$ cat config.mk
export PLATFORM = sky130hd
export DESIGN_NAME = apb_mgr_bridge_flat
export DESIGN_NICKNAME = d
export VERILOG_FILES = /design/src/rtl/apb_mgr_bridge_if.sv /design/src/rtl/apb_mgr_bridge.sv /design/src/flat_wrapper.sv
export SDC_FILE = /design/constraint.sdc
export NUM_CORES = 1
export LEC_CHECK = 0
export CAP_MARGIN = 20
export CORE_MARGIN = 2
export CORE_UTILIZATION = 23
export CTS_BUF_LIST = sky130_fd_sc_hd__clkbuf_16
export CTS_CLUSTER_DIAMETER = 120
export DETAILED_ROUTE_END_ITERATION = 10
export SLEW_MARGIN = 40
export SYNTH_ARGS = -nofsm -noshare
export SYNTH_HDL_FRONTEND = slang
export SYNTH_SLANG_ARGS = --single-unit
$ cat constraint.sdc
create_clock -name clk_i -period 4.6 [get_ports clk_i]
set_clock_uncertainty 0.15 [all_clocks]
set_input_delay 0.69 -clock clk_i [delete_from_list [all_inputs] [get_ports clk_i]]
set_output_delay 0.69 -clock clk_i [all_outputs]
set_load 0.005 [all_outputs]
$ cat src/rtl/apb_mgr_bridge_if.sv
// Request/response port plus APB peripheral bus of the APB initiator bridge.
// The master modport is the bridge's view; the slave modport is the requester/completer side.
interface apb_mgr_bridge_if #(
    parameter int unsigned AddrWidth = 32,
    parameter int unsigned DataWidth = 32
);
    localparam int unsigned StrbWidth = DataWidth / 8;

    logic                 req_valid;
    logic                 req_ready;
    logic [AddrWidth-1:0] req_addr;
    logic                 req_write;
    logic [DataWidth-1:0] req_wdata;
    logic [StrbWidth-1:0] req_strb;

    logic                 rsp_valid;
    logic                 rsp_ready;
    logic [DataWidth-1:0] rsp_rdata;
    logic                 rsp_err;

    logic [AddrWidth-1:0] paddr;
    logic                 psel;
    logic                 penable;
    logic                 pwrite;
    logic [DataWidth-1:0] pwdata;
    logic [StrbWidth-1:0] pstrb;
    logic [DataWidth-1:0] prdata;
    logic                 pready;
    logic                 pslverr;

    modport master (
        input  req_valid, req_addr, req_write, req_wdata, req_strb, rsp_ready,
        input  prdata, pready, pslverr,
        output req_ready, rsp_valid, rsp_rdata, rsp_err,
        output paddr, psel, penable, pwrite, pwdata, pstrb
    );

    modport slave (
        output req_valid, req_addr, req_write, req_wdata, req_strb, rsp_ready,
        output prdata, pready, pslverr,
        input  req_ready, rsp_valid, rsp_rdata, rsp_err,
        input  paddr, psel, penable, pwrite, pwdata, pstrb
    );
endinterface

$ cat src/rtl/apb_mgr_bridge.sv
// APB initiator: one valid/ready request becomes one APB transfer, one transfer in flight.
// Optional ACCESS-phase timeout abort is enabled by defining APB_MGR_TIMEOUT_EN.
module apb_mgr_bridge #(
    parameter int unsigned AddrWidth     = 32,
    parameter int unsigned DataWidth     = 32,
    parameter int unsigned TimeoutCycles = 256
) (
    input  logic                clk_i,
    input  logic                rst_ni,
    apb_mgr_bridge_if.master    bus,
    output logic                busy,
    output logic                timeout
);
    typedef enum logic [1:0] {StIdle, StSetup, StAccess, StResp} state_e;

    state_e state_q;

    if (TimeoutCycles < 2) begin : g_bad_cfg
        $error("apb_mgr_bridge: TimeoutCycles must be at least 2");
    end

`ifdef APB_MGR_TIMEOUT_EN
    localparam int unsigned CntWidth = $clog2(TimeoutCycles + 1);
    localparam logic [CntWidth-1:0] CntLimit = CntWidth'(TimeoutCycles - 1);

    logic [CntWidth-1:0] cnt_q;
    logic                timeout_q;

    assign timeout = timeout_q;
`else
    assign timeout = 1'b0;
`endif

    // Reset is active-high here; all outputs are registered so psel/penable drop asynchronously.
    always_ff @(posedge clk_i or posedge rst_ni) begin
        if (rst_ni) begin
            state_q       <= StIdle;
            bus.req_ready <= 1'b1;
            bus.rsp_valid <= 1'b0;
            bus.rsp_rdata <= '0;
            bus.rsp_err   <= 1'b0;
            bus.paddr     <= '0;
            bus.psel      <= 1'b0;
            bus.penable   <= 1'b0;
            bus.pwrite    <= 1'b0;
            bus.pwdata    <= '0;
            bus.pstrb     <= '0;
            busy          <= 1'b0;
`ifdef APB_MGR_TIMEOUT_EN
            cnt_q         <= '0;
            timeout_q     <= 1'b0;
`endif
        end else begin
`ifdef APB_MGR_TIMEOUT_EN
            timeout_q <= 1'b0;
`endif
            unique case (state_q)
                StIdle: begin
                    if (bus.req_valid) begin
                        bus.paddr     <= {bus.req_addr[AddrWidth-1:2], 2'b00};
                        bus.pwrite    <= bus.req_write;
                        bus.pwdata    <= bus.req_wdata;
                        bus.pstrb     <= bus.req_write ? bus.req_strb : '0;
                        bus.psel      <= 1'b1;
                        bus.req_ready <= 1'b0;
                        busy          <= 1'b1;
                        state_q       <= StSetup;
                    end
                end
                StSetup: begin
                    bus.penable <= 1'b1;
`ifdef APB_MGR_TIMEOUT_EN
                    cnt_q       <= '0;
`endif
                    state_q     <= StAccess;
                end
                StAccess: begin
                    if (bus.pready) begin
                        bus.rsp_err   <= bus.pslverr;
                        bus.rsp_rdata <= (!bus.pwrite && !bus.pslverr) ? bus.prdata : '0;
                        bus.rsp_valid <= 1'b1;
                        bus.paddr     <= '0;
                        bus.psel      <= 1'b0;
                        bus.penable   <= 1'b0;
                        bus.pwrite    <= 1'b0;
                        bus.pwdata    <= '0;
                        bus.pstrb     <= '0;
                        state_q       <= StResp;
                    end
`ifdef APB_MGR_TIMEOUT_EN
                    else if (cnt_q == CntLimit) begin
                        bus.rsp_err   <= 1'b1;
                        bus.rsp_rdata <= '0;
                        bus.rsp_valid <= 1'b1;
                        bus.paddr     <= '0;
                        bus.psel      <= 1'b0;
                        bus.penable   <= 1'b0;
                        bus.pwrite    <= 1'b0;
                        bus.pwdata    <= '0;
                        bus.pstrb     <= '0;
                        timeout_q     <= 1'b1;
                        state_q       <= StResp;
                    end else begin
                        cnt_q <= cnt_q + 1'b1;
                    end
`endif
                end
                StResp: begin
                    if (bus.rsp_ready) begin
                        bus.rsp_valid <= 1'b0;
                        bus.rsp_err   <= 1'b0;
                        bus.rsp_rdata <= '0;
                        bus.req_ready <= 1'b1;
                        busy          <= 1'b0;
                        state_q       <= StIdle;
                    end
                end
                default: state_q <= StIdle;
            endcase
        end
    end
endmodule

$ cat src/flat_wrapper.sv
// flat-port wrapper written by rule: the top's interface ports become plain ports
module apb_mgr_bridge_flat 
#(
    parameter int unsigned AddrWidth     = 32,
    parameter int unsigned DataWidth     = 32,
    parameter int unsigned TimeoutCycles = 256
)
  (clk_i, rst_ni, busy, timeout, bus_req_valid, bus_req_addr, bus_req_write, bus_req_wdata, bus_req_strb, bus_rsp_ready, bus_prdata, bus_pready, bus_pslverr, bus_req_ready, bus_rsp_valid, bus_rsp_rdata, bus_rsp_err, bus_paddr, bus_psel, bus_penable, bus_pwrite, bus_pwdata, bus_pstrb);
  apb_mgr_bridge_if #(.AddrWidth(AddrWidth), .DataWidth(DataWidth)) bus_i ();
  input  logic clk_i;
  input  logic rst_ni;
  output logic busy;
  output logic timeout;
  input wire logic [$bits(bus_i.req_valid)-1:0] bus_req_valid;
  input wire logic [$bits(bus_i.req_addr)-1:0] bus_req_addr;
  input wire logic [$bits(bus_i.req_write)-1:0] bus_req_write;
  input wire logic [$bits(bus_i.req_wdata)-1:0] bus_req_wdata;
  input wire logic [$bits(bus_i.req_strb)-1:0] bus_req_strb;
  input wire logic [$bits(bus_i.rsp_ready)-1:0] bus_rsp_ready;
  input wire logic [$bits(bus_i.prdata)-1:0] bus_prdata;
  input wire logic [$bits(bus_i.pready)-1:0] bus_pready;
  input wire logic [$bits(bus_i.pslverr)-1:0] bus_pslverr;
  output wire logic [$bits(bus_i.req_ready)-1:0] bus_req_ready;
  output wire logic [$bits(bus_i.rsp_valid)-1:0] bus_rsp_valid;
  output wire logic [$bits(bus_i.rsp_rdata)-1:0] bus_rsp_rdata;
  output wire logic [$bits(bus_i.rsp_err)-1:0] bus_rsp_err;
  output wire logic [$bits(bus_i.paddr)-1:0] bus_paddr;
  output wire logic [$bits(bus_i.psel)-1:0] bus_psel;
  output wire logic [$bits(bus_i.penable)-1:0] bus_penable;
  output wire logic [$bits(bus_i.pwrite)-1:0] bus_pwrite;
  output wire logic [$bits(bus_i.pwdata)-1:0] bus_pwdata;
  output wire logic [$bits(bus_i.pstrb)-1:0] bus_pstrb;
  assign bus_i.req_valid = bus_req_valid;
  assign bus_i.req_addr = bus_req_addr;
  assign bus_i.req_write = bus_req_write;
  assign bus_i.req_wdata = bus_req_wdata;
  assign bus_i.req_strb = bus_req_strb;
  assign bus_i.rsp_ready = bus_rsp_ready;
  assign bus_i.prdata = bus_prdata;
  assign bus_i.pready = bus_pready;
  assign bus_i.pslverr = bus_pslverr;
  assign bus_req_ready = bus_i.req_ready;
  assign bus_rsp_valid = bus_i.rsp_valid;
  assign bus_rsp_rdata = bus_i.rsp_rdata;
  assign bus_rsp_err = bus_i.rsp_err;
  assign bus_paddr = bus_i.paddr;
  assign bus_psel = bus_i.psel;
  assign bus_penable = bus_i.penable;
  assign bus_pwrite = bus_i.pwrite;
  assign bus_pwdata = bus_i.pwdata;
  assign bus_pstrb = bus_i.pstrb;
  apb_mgr_bridge #(.AddrWidth(AddrWidth), .DataWidth(DataWidth), .TimeoutCycles(TimeoutCycles)) u_core (.clk_i(clk_i), .rst_ni(rst_ni), .bus(bus_i), .busy(busy), .timeout(timeout));
endmodule
==> results.sh, run 1 <==
export IMPL_finalHoldViolations=0
export IMPL_ys_ff_latch=107
export IMPL_fin_nets=792
export IMPL_post_drt_wl_per_cell_um=15.3
export IMPL_cap_violations=0
export IMPL_crit_type="flip-flop to flip-flop"
export IMPL_coreArea_mm2=0.0210
export IMPL_htreeDepth=3
export IMPL_status="finished, final reports clean"
export IMPL_power_density_mw_per_mm2=609
export IMPL_drive_above_1_share=0.0512
export IMPL_die_y_um=150
export IMPL_relSlewSlack=0.483
export IMPL_yosysMostFrequentCell="dfrtp_1"
export IMPL_path_cells="inv_1 -> ha_2 -> nor2_1 -> nor3_4 -> buf_4 -> mux2_1"
export IMPL_track_usage=0.130
export IMPL_ir_drop_mv=0.223
export IMPL_min_path_cells=1
export IMPL_antenna_found_initial=1
export IMPL_crit_path_max_incr_delay_ns=0.59
export IMPL_routabilityCongestion=0.683
export IMPL_yosysSeqAreaShare=0.543
export IMPL_cts_setup_buffers=0
export IMPL_dp_hpwl_mm=9.52
export IMPL_leakage_nw=3.12
export IMPL_ant_nets=0
export IMPL_grt_pass1_wl_mm=22.7
export IMPL_antennaDiodeCount=0
export IMPL_setup_tns_ns=0
export IMPL_fin_total_pwr_mw=4.61
export IMPL_cts_tree="built"
export IMPL_synthTopCellsByArea="dfrtp_1 (54%), nand4b_1 (11%), mux2i_1 (8.1%)"
export IMPL_viasPerCell=4.25
export IMPL_grt_max_degree=67
export IMPL_rsz0062_at_grt="false"
export IMPL_synth_top_area_cell="dfrtp_1"
export IMPL_async_reset_ff_frac=1.00
export IMPL_grt_overflow_total=0
export IMPL_slowest_stage="ha_2"
export IMPL_setup_worst_path_start_class="flip-flop"
export IMPL_fin_crit_ns=2.58
export IMPL_routed_wl_mm=14.6
export IMPL_num_vias=4067
export IMPL_io_buffers=209
export IMPL_netlist_area_mm2=0.00493
export IMPL_grt_pass1_vias=4275
export IMPL_synth_top_area_share=0.538
export IMPL_synth_distinct_cells=28
export IMPL_drc_errors=0
export IMPL_synth_ff_type="dfrtp_1"
export IMPL_setup_viol=0
export IMPL_synth_edf_count=0
export IMPL_drtIter0Drc=142
export IMPL_clk_pin_slew_ns=0.08
export IMPL_syn_mean_instance_area_um2=10.2
export IMPL_io_pins=215
export IMPL_slew_viol_final=0
export IMPL_start_util=0.235
export IMPL_cts_root_buffer="clkbuf_16"
export IMPL_cts_buffers=9
export IMPL_ctsHoldBuffers=0
export IMPL_hold_class="flip-flop to flip-flop"
export IMPL_firstDrtPassIters=4
export IMPL_dieArea_mm2=0.0226
export IMPL_place_area_mm2=0.00728
export IMPL_die_x_um=150
export IMPL_synth_common_cells="dfrtp_1 (106), inv_1 (104), nand4b_1 (63), o21ai_0 (53), mux2i_1 (40)"
export IMPL_clock_sinks=107
export IMPL_worst_slew_pin_transition_ns=0.775
export IMPL_post_route_period_util=0.562
export IMPL_reg2regPathDepth=6
export IMPL_ys_warn_count=0
export IMPL_syn_to_final_growth_pct=53.2
export IMPL_stdcell_area_mm2=0.00756
export IMPL_path_max_fanout=34
export IMPL_fmax_mhz=387
export IMPL_insertion_delay_ns=0.35
export IMPL_rows=53
export IMPL_syn_inst=484
export IMPL_post_cts_resized=0
export IMPL_cp_required_ns=4.69
export IMPL_cts_buffer_depth=2
export IMPL_end_kind="flip-flop"
export IMPL_cp_arrival_ns=2.67
==> per-stage QoR <==
stage / util / worst slack [ns] / hold slack, ns / cells
detailed placement: 0.346 / 1.58 / 0.324 / 941
CTS: 0.359 / 1.57 / 0.341 / 957
finish: 0.360 / 2.02 / 0.339 / 958
global route: 0.360 / 1.79 / 0.364 / 958
floorplan: - / 0.944 / 0.323 / 486
global placement: 0.346 / 1.64 / 0.316 / 941
==> state kept, by name (all words and copies together), names as in the netlist <==
| signal | cells |
|---|---|
| u_core.bus.rsp_err | 1 |
| u_core.bus.penable | 1 |
| u_core.busy | 1 |
| u_core.bus.pwrite | 1 |
| u_core.bus.req_ready | 1 |
| u_core.bus.paddr | 30 |
| u_core.state_q | 2 |
| u_core.bus.rsp_rdata | 32 |
| u_core.bus.rsp_valid | 1 |
| u_core.bus.pstrb | 4 |
| u_core.bus.pwdata | 32 |
| u_core.bus.psel | 1 |
==> where the power goes <==
group	internal [mW]	switching (mW)
Sequential	1.34	0.219
Clock	0.365	0.371
Combinational	1.24	1.07
Total	2.95	1.66
==> cells by family after synthesis <==
| kind of cell | Yosys count | share of synthesized area |
|---|---|---|
| and+or+nand+nor | 115 | 0.163 |
| other | 1 | 0.000760 |
| AOI/OAI and AO/OA | 71 | 0.0730 |
| muxes | 42 | 0.0857 |
| buffers and inverters | 141 | 0.117 |
| DFF | 107 | 0.543 |
| adders and majority gates | 7 | 0.0178 |
==> cell usage in the layout (no fill, tap or decap), drive strengths merged <==
master | Yosys | final
clkinvlp | 0 | 3
dfstp | 1 | 1
mux2i | 40 | 40
a21oi | 1 | 1
nor3 | 4 | 4
mux2 | 2 | 2
clkbuf | 24 | 9
dfrtp | 106 | 106
o21ai | 68 | 68
clkinv | 0 | 4
clkdlybuf4s50 | 0 | 208
nand4b | 63 | 63
inv | 104 | 104
nand2b | 1 | 1
conb | 1 | 3
nor2 | 3 | 3
ha | 7 | 7
nand2 | 37 | 37
o22ai | 1 | 1
buf | 13 | 10
a2bb2oi | 1 | 1
nor2b | 7 | 7
==> critical path, delay by kind of cell (launching register included) <==
family / cells / cell delay (ns)
mux: 1 / 0.37
simple gates: 2 / 0.27
flops: 1 / 0.42
fa+ha+maj: 1 / 0.59
buf+inv: 2 / 0.65
==> layout make-up <==
cell class,instances,area (um2)
clock inverter,7,45.0
timing repair buffer,218,2170
sequential,107,2680
fill,2149,13500
multi-input combinational,238,1700
clock buffer,9,225
inverter,104,393
tap,275,344
==> path summary, 6_finish.rpt <==
check / startpoint / to / slack (ns)
setup / recovery: u_core.state_q[0] / u_core.bus.rsp_err / 2.02
hold / removal: u_core.bus.rsp_err / u_core.bus.rsp_err / 0.34
setup reg to reg: u_core.state_q[0] / u_core.bus.rsp_err / 2.02
hold reg to reg: u_core.bus.rsp_err / u_core.bus.rsp_err / 0.34
max in group asynchronous: rst_ni / u_core.bus.paddr[26] / 2.90
min in group asynchronous: rst_ni / u_core.bus.rsp_rdata[19] / 0.60
==> routing by layer <==
layer / wire length [um] / track usage / part of all wire / vias up
met2: 6730 / 0.212 / 0.46 / 146
li1: - / - / - / 1958
met4: 233 / 0.0448 / 0.016 / 0
met3: 1440 / 0.0491 / 0.099 / 13
met1: 6210 / 0.158 / 0.42 / 1950
met5: 0 / 0 / 0 / -
Power figures use the tool's default switching activity.
==> run 2: changes to the inputs <==
==> constraint.sdc (replaced) <==
create_clock -name clk_i -period 2.6 [get_ports clk_i]
set_clock_uncertainty 0.15 [all_clocks]
set_input_delay 0.39 -clock clk_i [delete_from_list [all_inputs] [get_ports clk_i]]
set_output_delay 0.39 -clock clk_i [all_outputs]
set_load 0.005 [all_outputs]
==> run 2 against run 1 <==
Sequential power up 76%. Routed wire length up 1.8%. Core utilization up 0.21 points. Clock power up 81%. Combinational power up 81%. Maximum frequency up 21%. Non-clock buffer count unchanged.
==> results.sh, run 2 (same netlist as run 1, synthesis figures left out) <==
export IMPL_status="finished, final reports clean"
export IMPL_die_y_um=150
export IMPL_io_pins=215
export IMPL_cp_arrival_ns=2.26
export IMPL_final_common_cell="clkdlybuf4s50_1"
export IMPL_clock_sinks=107
export IMPL_cpLargestDelayFamily="buffers and inverters"
export IMPL_finalHoldViolations=0
export IMPL_antenna_found_initial=0
export IMPL_syn_to_final_growth_pct=54.1
export IMPL_post_cts_resized=0
export IMPL_rsz0062_at_grt="false"
export IMPL_post_drt_wl_per_cell_um=15.5
export IMPL_cts_buffers=9
export IMPL_worst_r2r_startpoint="u_core.state_q[0]"
export IMPL_cts_tree="built"
export IMPL_rrSetupSlack_ns=0.47
export IMPL_hold_class="input pin to asynchronous set/reset pin"
export IMPL_seqCellArea_mm2=0.00268
export IMPL_power_density_mw_per_mm2=1090
export IMPL_ctsHoldBuffers=0
export IMPL_fin_total_pwr_mw=8.25
export IMPL_insertion_delay_ns=0.35
export IMPL_start_util=0.235
export IMPL_grt_max_degree=69
export IMPL_reg2regPathDepth=6
export IMPL_crit_path_start="u_core.state_q[0]"
export IMPL_routed_wl_mm=14.9
export IMPL_cap_violations=0
export IMPL_setup_worst_path_start_class="flip-flop"
export IMPL_die_x_um=150
export IMPL_io_buffers=209
export IMPL_multi_input_area_mm2=0.00170
export IMPL_relSlewSlack=0.475
export IMPL_finalNonFillerCells=959
export IMPL_drc_errors=0
export IMPL_coreArea_mm2=0.0210
export IMPL_dp_hpwl_mm=9.63
export IMPL_post_route_util=0.362
export IMPL_track_usage=0.134
export IMPL_num_vias=4099
export IMPL_post_route_period_util=0.821
export IMPL_place_inst=942
export IMPL_cts_buffer_depth=2
export IMPL_htreeDepth=3
export IMPL_path_max_fanout=55
export IMPL_path_cells="inv_1 -> ha_2 -> buf_4 -> mux2i_1 -> nand2_1 -> o21ai_0"
export IMPL_end_kind="flip-flop"
export IMPL_rows=53
export IMPL_setup_viol=0
export IMPL_dieArea_mm2=0.0226
export IMPL_fin_crit_ns=2.13
export IMPL_slew_viol_final=0
export IMPL_drive_above_1_share=0.0512
export IMPL_clk_pin_slew_ns=0.08
export IMPL_cts_root_buffer="clkbuf_16"
export IMPL_cts_setup_buffers=0
export IMPL_ant_nets=0
export IMPL_grt_overflow_total=0
export IMPL_grt_pass1_wl_mm=23.5
export IMPL_leakage_nw=3.14
export IMPL_largestRegisters="u_core.bus.pwdata x32, u_core.bus.rsp_rdata x32, u_core.bus.paddr x30"
export IMPL_final_cell_mix="clkdlybuf4s50_1 (208), dfrtp_1 (106), inv_1 (103), nand4b_1 (63), o21ai_0 (53)"
export IMPL_firstDrtPassIters=4
export IMPL_worst_slew_pin_transition_ns=0.788
export IMPL_slowest_stage="buf_4"
export IMPL_setup_tns_ns=0
export IMPL_drtIter0Drc=176
export IMPL_fin_nets=792
export IMPL_fmax_mhz=469
export IMPL_viasPerCell=4.27
export IMPL_cp_num_buf_inv=2
export IMPL_ir_drop_mv=0.476
export IMPL_crit_type="flip-flop to flip-flop"
export IMPL_reg2reg_to="u_core.bus.penable"
export IMPL_cp_required_ns=2.72
export IMPL_nFillCells=2105
export IMPL_grt_pass1_vias=4354
export IMPL_crit_path_max_incr_delay_ns=0.51
export IMPL_routabilityCongestion=0.734
[run 2: metrics by stage]
step | area [um2] | worst slack, ns | hold WS, ns
finish | 7600 | 0.467 | 0.273
global route | 7600 | 0.267 | 0.307
CTS | 7600 | 0.444 | 0.276
detailed placement | 7320 | 0.457 | 0.332
global placement | 7320 | 0.459 | 0.324
floorplan | 4940 | 0.773 | 0.323
[run 2: routing by layer]
metal | vias to the layer above | GRT usage | wire (um)
met2 | 139 | 0.220 | 6820
met3 | 11 | 0.0524 | 1420
met1 | 1985 | 0.168 | 6490
met4 | 0 | 0.0288 | 155
met5 | - | 0 | 0
li1 | 1964 | - | -
[run 2: worst max path at each step]
stage               cells past startpoint                    to
floorplan                               1  u_core.bus.paddr[10]
global placement                        5    u_core.bus.penable
detailed placement                      5    u_core.bus.penable
CTS                                     6    u_core.bus.penable
global route                            6    u_core.bus.penable
finish                                  6    u_core.bus.penable
[run 2: where the power goes]
group,total [mW],internal [mW],switching (mW)
Combinational,4.17,2.23,1.94
Sequential,2.75,2.37,0.379
Clock,1.33,0.659,0.671
Total,8.25,5.26,2.99
[run 2: area by class of cell]
class	instances	share of cell area
sequential	107	0.352
inverter	104	0.0518
clock inverter	7	0.00691
antenna	1	0.000329
timing repair buffer	218	0.290
clock buffer	9	0.0296
multi-input combinational	238	0.224
tap	275	0.0452
==> run 3: changes to the inputs <==
==> constraint.sdc (replaced) <==
create_clock -name clk_i -period 2.1 [get_ports clk_i]
set_clock_uncertainty 0.15 [all_clocks]
set_input_delay 0.315 -clock clk_i [delete_from_list [all_inputs] [get_ports clk_i]]
set_output_delay 0.315 -clock clk_i [all_outputs]
set_load 0.005 [all_outputs]
==> run 3 against run 2 <==
Sequential share of layout area fell by 0.53 points. Routed wire length fell by 2.1%. Cell count rose by 0.31%. Cell area rose by 1.5%. Non-clock buffer count rose by 4. Largest cell class unchanged.
==> results.sh, run 3 (same netlist as run 1, synthesis figures left out) <==
export IMPL_track_usage=0.131
export IMPL_cpLargestDelayFamily="simple AND/OR/NAND/NOR gates"
export IMPL_cp_arrival_ns=2.03
export IMPL_htreeDepth=3
export IMPL_place_inst=946
export IMPL_final_common_cell="clkdlybuf4s50_1"
export IMPL_cts_buffers=9
export IMPL_place_ws_ns=0.0930
export IMPL_grt_max_degree=67
export IMPL_p_sw_mw=3.70
export IMPL_intPower_mw=6.85
export IMPL_cap_violations=0
export IMPL_swShare=0.350
export IMPL_slew_viol_final=0
export IMPL_post_route_period_util=0.923
export IMPL_path_max_fanout=5
export IMPL_setup_tns_ns=0
export IMPL_insertion_delay_ns=0.35
export IMPL_viasPerCell=4.23
export IMPL_crit_path_max_incr_delay_ns=0.41
export IMPL_rsz0062_at_grt="false"
export IMPL_cp_num_buf_inv=1
export IMPL_final_cell_mix="clkdlybuf4s50_1 (208), dfrtp_1 (106), inv_1 (104), nand4b_1 (63), o21ai_0 (53)"
export IMPL_clkPwrFrac=0.161
export IMPL_power_density_mw_per_mm2=1370
export IMPL_whs_ns=0.274
export IMPL_sequentialPowerShare=0.323
export IMPL_post_route_util=0.367
export IMPL_fin_crit_ns=1.94
export IMPL_firstDrtPassIters=4
export IMPL_routabilityCongestion=0.729
export IMPL_syn_to_final_growth_pct=56.5
export IMPL_finalWorstSetupSlack_ns=0.162
export IMPL_setup_worst_path_start_class="flip-flop"
export IMPL_start_util=0.235
export IMPL_end_kind="flip-flop"
export IMPL_setup_viol=0
export IMPL_drive_above_1_share=0.0539
export IMPL_grt_overflow_total=0
export IMPL_clock_sinks=107
export IMPL_largestRegisters="u_core.bus.pwdata x32, u_core.bus.rsp_rdata x32, u_core.bus.paddr x30"
export IMPL_cts_root_buffer="clkbuf_16"
export IMPL_num_vias=4072
export IMPL_io_pins=215
export IMPL_fin_nets=796
export IMPL_routed_wl_mm=14.6
export IMPL_fin_total_pwr_mw=10.6
export IMPL_antennaDiodeCount=0
export IMPL_path_cells="inv_1 -> ha_2 -> nor2b_1 -> nor3_1 -> mux2_2"
export IMPL_cp_required_ns=2.19
export IMPL_clk_pin_slew_ns=0.08
export IMPL_grt_pass1_vias=4265
export IMPL_drtIter0Drc=110
export IMPL_cts_tree="built"
export IMPL_die_y_um=150
export IMPL_combPwrFrac=0.515
export IMPL_drc_errors=0
export IMPL_status="finished, final reports clean"
export IMPL_finalHoldViolations=0
export IMPL_dp_hpwl_mm=9.72
export IMPL_fmax_mhz=516
export IMPL_nFillCells=2078
export IMPL_slowest_stage="dfrtp_1"
export IMPL_coreArea_mm2=0.0210
export IMPL_grt_pass1_wl_mm=22.8
export IMPL_cts_buffer_depth=2
export IMPL_ir_drop_mv=0.614
export IMPL_dieArea_mm2=0.0226
export IMPL_place_area_mm2=0.00743
export IMPL_stdcell_area_mm2=0.00772
export IMPL_post_drt_wl_per_cell_um=15.1
export IMPL_relSlewSlack=0.588
export IMPL_seqCellArea_mm2=0.00268
export IMPL_multi_input_area_mm2=0.00170
export IMPL_ant_nets=0
export IMPL_die_x_um=150
export IMPL_io_buffers=209
export IMPL_worst_slew_pin_transition_ns=0.618
export IMPL_crit_type="flip-flop to flip-flop"
export IMPL_leakage_nw=3.18
export IMPL_antenna_found_initial=0
export IMPL_rows=53
export IMPL_finalNonFillerCells=962
export IMPL_hold_class="input pin to asynchronous set/reset pin"
## run 3: changes by cell type in the layout (fill, tap and decap cells not counted), sizes merged
cell      change
buf           +4
bufinv        +1
clkinv        -2
clkinvlp      +2
diode         -1
inv           -1
## run 3: power by group through the flow
stage          clock network, mW  logic (mW)  registers (mW)
6_report                    1.70        5.43            3.41
5_1_grt                     1.86        5.99            3.53
4_1_cts                     1.78        5.54            3.43
3_5_place_dp                   0        5.53            3.44
3_3_place_gp                   0        5.51            3.44
2_1_floorplan                  0        2.50            3.48
## run 3: worst paths after layout
check | start | end | slack, ns | cells after the start
worst min-delay path | rst_ni | u_core.bus.rsp_rdata[10] | 0.27 | 3
min in group clk_i | u_core.bus.penable | u_core.bus.penable | 0.34 | 2
worst max-delay path | u_core.state_q[0] | u_core.state_q[1] | 0.16 | 5
max in group asynchronous | rst_ni | u_core.bus.req_ready | 1.19 | 3
worst max register to register | u_core.state_q[0] | u_core.state_q[1] | 0.16 | 5
worst min register to register | u_core.bus.penable | u_core.bus.penable | 0.34 | 2
## run 3: area by class of cell
| type | instances | share of cell area |
|---|---|---|
| Sequential cell | 107 | 0.347 |
| Timing Repair Buffer | 222 | 0.300 |
| Multi-Input combinational cell | 238 | 0.221 |
| Inverter | 104 | 0.0511 |
| Tap cell | 275 | 0.0446 |
| Clock buffer | 9 | 0.0292 |
| Clock inverter | 7 | 0.00794 |
## run 3: timing repair
action                     CTS  global route
setup endpoints to repair    0             2
hold endpoints to repair     0             0
buffers inserted             0             0
hold buffers                 0             0
resized for setup            0             1
## run 3: worst min-delay path, cell delays in order
cell and delay, ns:
clkdlybuf4s50_1 0.44, clkinvlp_4 0.13, buf_12 0.28
## run 3: per-layer routing
layer	share of wire	vias to the layer above	GRT usage
met3	0.095	16	0.0458
met4	0.019	0	0.0481
met1	0.43	1952	0.162
li1	-	1967	-
met2	0.46	137	0.210
met5	0	-	0
